**src/rtl/cnn_mac_acc_sat.sv**
```systemverilog
// cnn_mac_acc_sat: accumulates a window of signed conv products (bias pre-loaded
// on the first beat), then rounds, saturates and optionally ReLUs the sum into
// a Q6.8 activation held in a single output register with valid/ready.
module cnn_mac_acc_sat #(
    parameter int PROD_W  = 23,
    parameter int ACC_W   = 32,
    parameter int OUT_W   = 14,
    parameter int SHIFT   = 6,
    parameter int RELU_EN = 1,
    parameter int CNT_W   = 16
) (
    input  logic              ap_clk,
    input  logic              ap_rst_n,
    input  logic [PROD_W-1:0] s_prod,
    input  logic              s_valid,
    input  logic              s_last,
    output logic              s_ready,
    input  logic [OUT_W-1:0]  bias,
    output logic [OUT_W-1:0]  m_data,
    output logic              m_valid,
    input  logic              m_ready,
    output logic [CNT_W-1:0]  beat_cnt,
    output logic              sat_flag
);

    typedef enum logic {ST_FIRST, ST_ACCUM} state_t;

    // Rounding constant and output clip limits, carried one bit wider than the
    // accumulator so that adding the half-LSB can never wrap.
    localparam logic signed [ACC_W:0] HALF    = (ACC_W+1)'(2**(SHIFT-1));
    localparam logic signed [ACC_W:0] OUT_MAX = (ACC_W+1)'(2**(OUT_W-1) - 1);
    localparam logic signed [ACC_W:0] OUT_MIN = ~OUT_MAX;

    state_t                   state_q, state_d;
    logic signed [ACC_W-1:0]  acc_q, acc_d;
    logic [CNT_W-1:0]         cnt_q, cnt_d;
    logic [OUT_W-1:0]         m_data_q, m_data_d;
    logic                     m_valid_q, m_valid_d;
    logic                     sat_q, sat_d;

    logic                     accept;
    logic signed [ACC_W-1:0]  bias_al, prod_ext, base, sum;
    logic signed [ACC_W:0]    sum_x, rnd;
    logic [OUT_W-1:0]         sat_val, out_val;
    logic                     clip;

    assign s_ready  = !(m_valid_q && !m_ready);
    assign accept   = s_valid && s_ready;

    // Bias is in output format; shift it up to the product's fractional point.
    assign bias_al  = {{(ACC_W-OUT_W){bias[OUT_W-1]}}, bias} <<< SHIFT;
    assign prod_ext = {{(ACC_W-PROD_W){s_prod[PROD_W-1]}}, s_prod};
    assign base     = (state_q == ST_FIRST) ? bias_al : acc_q;
    assign sum      = base + prod_ext;

    // Round half up, then arithmetic shift back to the output fraction.
    assign sum_x    = {sum[ACC_W-1], sum} + HALF;
    assign rnd      = sum_x >>> SHIFT;

    // Saturate to the signed output range, then apply optional ReLU.
    always_comb begin
        clip    = 1'b0;
        sat_val = rnd[OUT_W-1:0];
        if (rnd > OUT_MAX) begin
            sat_val = OUT_MAX[OUT_W-1:0];
            clip    = 1'b1;
        end else if (rnd < OUT_MIN) begin
            sat_val = OUT_MIN[OUT_W-1:0];
            clip    = 1'b1;
        end
        out_val = sat_val;
        if ((RELU_EN != 0) && sat_val[OUT_W-1]) out_val = '0;
    end

    // Window FSM: next state, accumulator, counter and output register update.
    always_comb begin
        state_d   = state_q;
        acc_d     = acc_q;
        cnt_d     = cnt_q;
        m_data_d  = m_data_q;
        m_valid_d = m_valid_q && !m_ready;
        sat_d     = sat_q;
        if (accept) begin
            state_d = ST_ACCUM;
            acc_d   = sum;
            cnt_d   = (state_q == ST_FIRST) ? CNT_W'(1) : cnt_q + CNT_W'(1);
            if (s_last) begin
                state_d   = ST_FIRST;
                acc_d     = '0;
                cnt_d     = '0;
                m_data_d  = out_val;
                m_valid_d = 1'b1;
                sat_d     = sat_q || clip;
            end
        end
    end

    // State registers; reset drops any partial window.
    always_ff @(posedge ap_clk or negedge ap_rst_n) begin
        if (!ap_rst_n) begin
            state_q   <= ST_FIRST;
            acc_q     <= '0;
            cnt_q     <= '0;
            m_data_q  <= '0;
            m_valid_q <= 1'b0;
            sat_q     <= 1'b0;
        end else begin
            state_q   <= state_d;
            acc_q     <= acc_d;
            cnt_q     <= cnt_d;
            m_data_q  <= m_data_d;
            m_valid_q <= m_valid_d;
            sat_q     <= sat_d;
        end
    end

    assign m_data   = m_data_q;
    assign m_valid  = m_valid_q;
    assign beat_cnt = cnt_q;
    assign sat_flag = sat_q;

endmodule
```
**config.mk**
```make
export PLATFORM = sky130hd
export DESIGN_NAME = cnn_mac_acc_sat
export DESIGN_NICKNAME = d
export VERILOG_FILES = /design/src/rtl/cnn_mac_acc_sat.sv
export SDC_FILE = /design/constraint.sdc
export NUM_CORES = 1
export LEC_CHECK = 0
export CAP_MARGIN = 20
export CORE_MARGIN = 1
export CORE_UTILIZATION = 62
export DETAILED_ROUTE_END_ITERATION = 6
export GPL_TIMING_DRIVEN = 0
export PLACE_DENSITY = 0.85
export SYNTH_ARGS = -nofsm -noshare
export SYNTH_HDL_FRONTEND = slang
export SYNTH_SLANG_ARGS = --single-unit
```
**constraint.sdc**
```tcl
create_clock -name ap_clk -period 11.67 [get_ports ap_clk]
set_clock_uncertainty 0.1 [all_clocks]
set_input_delay 2.334 -clock ap_clk [delete_from_list [all_inputs] [get_ports ap_clk]]
set_output_delay 2.334 -clock ap_clk [all_outputs]
set_load 0.005 [all_outputs]
```
==> results.txt <==
----------------------------------------------------
[Die]
  Width of the die ... 99.8 µm
  Full die area ... 9970 µm²
  # rows ... 35
  CORE AREA ... 9240 µm²
  Boundary Pins ... 75
  Height of the die ... 99.8 µm
  Initial Utilization ... 64.2%

[Clocking]
  Post-cts resize count ... 0
  H-tree levels ... 3
  Deepest clock path buffer count ... 2
  Post-CTS Setup Repair Bufs ... 0
  Worst skew pair latency ... 350 ps
  CTS tree ... yes
  Hold Buf Count CTS ... 0
  Num CTS Buffers ... 9
  Number of sinks on the clock net ... 64
  CTS root buf ... clkbuf_8
  Clock Pin Slew Worst Setup and Hold Paths ... 80 ps

[Worst setup path]
  CP peak stage delay ... 740 ps
  Category of the worst setup path launch point ... primary input
  Crit path kind ... primary input to register
  Cell depth of the worst flop-to-flop path ... 18
  Flop2flop setup slack ... 4960 ps
  CP startpoint ... bias[10]
  Worst Path Max Fanout ... 10
  Critical path required time ... 11850 ps
  CP max stage cell ... nor4b_1
  Crit Reg-Reg Endpoint ... m_data[8]
  Worst reg2reg startpoint ... state_q
  CP cell instances ... clkdlybuf4s50_1 -> mux2_2 -> ha_1 -> clkbuf_1 -> nand2_1 -> o21ai_1 -> nor2_1 -> a31o_2 -> nor4b_1 -> nand3_1 -> nor4_4 -> a31oi_1 -> nor4_1 -> nand4_1 -> a21oi_2 -> buf_4 -> a221o_1
  Arrival time of data at the critical path endpoint ... 7760 ps
  Critical Path Sink Type ... register
  Endpoint of the worst setup timing path ... m_data[8]

[Detailed routing]
  Total routed wirelength ... 18.0 mm
  Vias post-DR ... 6289
  DRC violation count after routing ... 0
  Post-detailed-route wirelength per cell ... 18.8 µm
  ANT nets after route ... 0
  Detailed-routing iteration count for the pre-antenna-repair pass ... 5
  Number of DRC markers after the initial detailed-route iteration ... 581
  Vias per Instance ... 6.58

[Timing]
  Maximum frequency from static timing analysis ... 132 MHz
  Final count of negative-setup-slack endpoints ... 0
  Final cycle utilization of the critical path ... 65.0%
  Hold Slack ... 383 ps
  Fin. Hold Viols ... 0
  Fin. max-slew vios ... 0
  Sum Neg Setup Slack ... 0 ps
  Worst max-slew margin expressed relative to the limit ... 24.1%
  Worst path setup slack after routing ... 4090 ps
  RSZ-0062 raised after global routing ... no
  Final min period ... 7580 ps
  Worst-margin pin slew ... 1130 ps

[Cells and area]
  Post-Layout Inst Area ... 7040 µm²
  Antenna cell count ... 0
  Post-layout util ... 76.2%
  Layout filler cell count ... 676
  Number of nets in the layout ... 898
  Fraction of final layout cells sized beyond drive strength 1 ... 7.26%
  Layout-stage area growth over the synthesis result ... 18.7%

[Logic synthesis]
  Yosys warning count ... 0
  Sequential cell area fraction in the yosys report ... 27.0%
  Post-synthesis cell type with the largest combined area ... dfrtp_1
  Post-synth top flop ... dfrtp_1
  Post-synth top cells ... nand2_1 (117), o21ai_0 (68), dfrtp_1 (64)
  Post-Synthesis Cell Area ... 5930 µm²
  Top area cells in the synthesized netlist ... dfrtp_1 (27%), nand2_1 (7.4%), ha_1 (7.0%), o21ai_0 (5.7%), xnor2_1 (3.7%)
  Post-synthesis average cell area ... 8.03 µm²
  Count of flip-flops with a built-in enable after synthesis ... 0
  Cell with the most instances after synthesis ... nand2_1
  Netlist cell types ... 79
  Total nets after synthesis ... 815
  Asr flop ratio synth ... 100%
  Cells after Synth ... 739
  Post-synth top area share ... 27.0%
  Register bit count reported by yosys ... 64

[Global routing]
  GRT Total Usage ... 36.7%
  GRT overflow ... 0
  Largest net degree at the start of global routing ... 65
  Number of antenna violations at the first check in global routing ... 0
  First-pass GRT wire length ... 28.7 mm
  Vias in the first global route ... 5682

[Power and ir drop]
  Static leakage ... 2.92 nW
  Worst voltage drop across the vdd grid ... 105 µV
  Total power density per cell area ... 194 nW/µm²

[Status]
  Result of the run ... finished clean

[Placement]
  Input/output buffers ... 72
  Total placed instance area ... 6810 µm²
  Placement Setup Slack ... 4010 ps
  Half-perimeter wire length after detailed placement ... 14.0 mm
  Routability congestion estimate from global placement ... 0.948

[Min path]
  Worst Hold Class ... register to register

[Job]
  Reported max-cap violation count ... 0

----------------------------------------------------
==> worst min path at each step <==
| stage | startpoint | slack (ps) | depth (start not counted) | endpoint |
|---|---|---|---|---|
| after detailed placement | acc_q[11] | 370 | 2 | acc_q[11] |
| after global routing | acc_q[19] | 410 | 2 | acc_q[19] |
| after CTS | acc_q[11] | 390 | 2 | acc_q[11] |
| final | acc_q[3] | 380 | 2 | acc_q[3] |
| after global placement | acc_q[2] | 360 | 2 | acc_q[2] |
| after floorplan | acc_q[2] | 340 | 2 | acc_q[2] |
==> layout by cell type (no fill, tap or decap), types with 6 or more instances in the layout <==
cell             synthesis  final
or3_1                    6      6
o21ai_0                 68     68
a22o_1                  11     11
o211ai_1                11     11
mux2_2                  15     15
a221o_1                 13     13
a21o_1                  13     13
xnor2_1                 25     25
and3_1                  21     21
nand2b_1                12     12
and4_1                   7      7
ha_1                    33     33
nand3_1                 24     24
and2_1                  13     13
nor4_1                   9      9
nand2_1                117    117
clkbuf_8                 0      9
inv_1                   10     10
nand4_1                 12     12
dfrtp_1                 64     64
or2_2                    6      6
nor2_1                  43     43
or4_1                    6      6
nor3_1                  12     12
clkbuf_1                28     28
a211oi_1                 7      7
xor2_1                  17     17
o21a_1                   8      8
clkdlybuf4s50_1          0     71
a21oi_1                 34     34
==> kinds of logic after synthesis <==
kind of cell	after synthesis	synth area share (%)
AND/OR/NAND/NOR	299	25.2
XOR/XNOR	42	6.20
other	1	0.0632
multiplexers	18	3.35
AO/OA/AOI/OAI	234	27.6
buffers and inverters	47	3.33
adder cells (fa/ha/maj)	34	7.30
flip-flops	64	27.0
==> worst max-delay path: cells and delay by family <==
| kind | cells | cell delay, ps |
|---|---|---|
| mux | 1 | 280 |
| simple gates | 7 | 2540 |
| buf+inv | 3 | 970 |
| compound gates | 5 | 1380 |
| fa+ha+maj | 1 | 270 |
==> power breakdown <==
group,total [mW],switching (mW),internal (mW)
sequential,0.316,0.0373,0.278
clock,0.227,0.104,0.123
combinational,0.820,0.493,0.327
total,1.36,0.635,0.728
==> flip-flops by register name, indices dropped and copies added (netlist names) <==
signal    count
state_q       1
m_valid       1
sat_flag      1
m_data       13
beat_cnt     16
acc_q        32
==> area by class of cell <==
class	count	area, µm²	area share, %
clock buffer	9	124	1.76
inverter	10	37.5	0.533
sequential	64	1600	22.7
buffer	37	160	2.27
tap	129	161	2.29
multi-input combinational	628	4130	58.7
timing repair buffer	72	718	10.2
clock inverter	7	105	1.49
==> per-layer routing <==
metal  track usage, %  vias up  routed length [µm]
met5                0        -                   0
met4             13.8        0                 563
met3             6.20       49                1370
met2             59.0      329                8360
met1             49.6     2963                7730
li1                 -     2948                   -
==> stage by stage <==
step	instances	total power, mW
5_1_grt	956	1.44
3_3_place_gp	940	1.09
3_5_place_dp	940	1.11
6_report	956	1.36
4_1_cts	956	1.34
2_1_floorplan	739	0.872
Power figures use the tool's default switching activity.
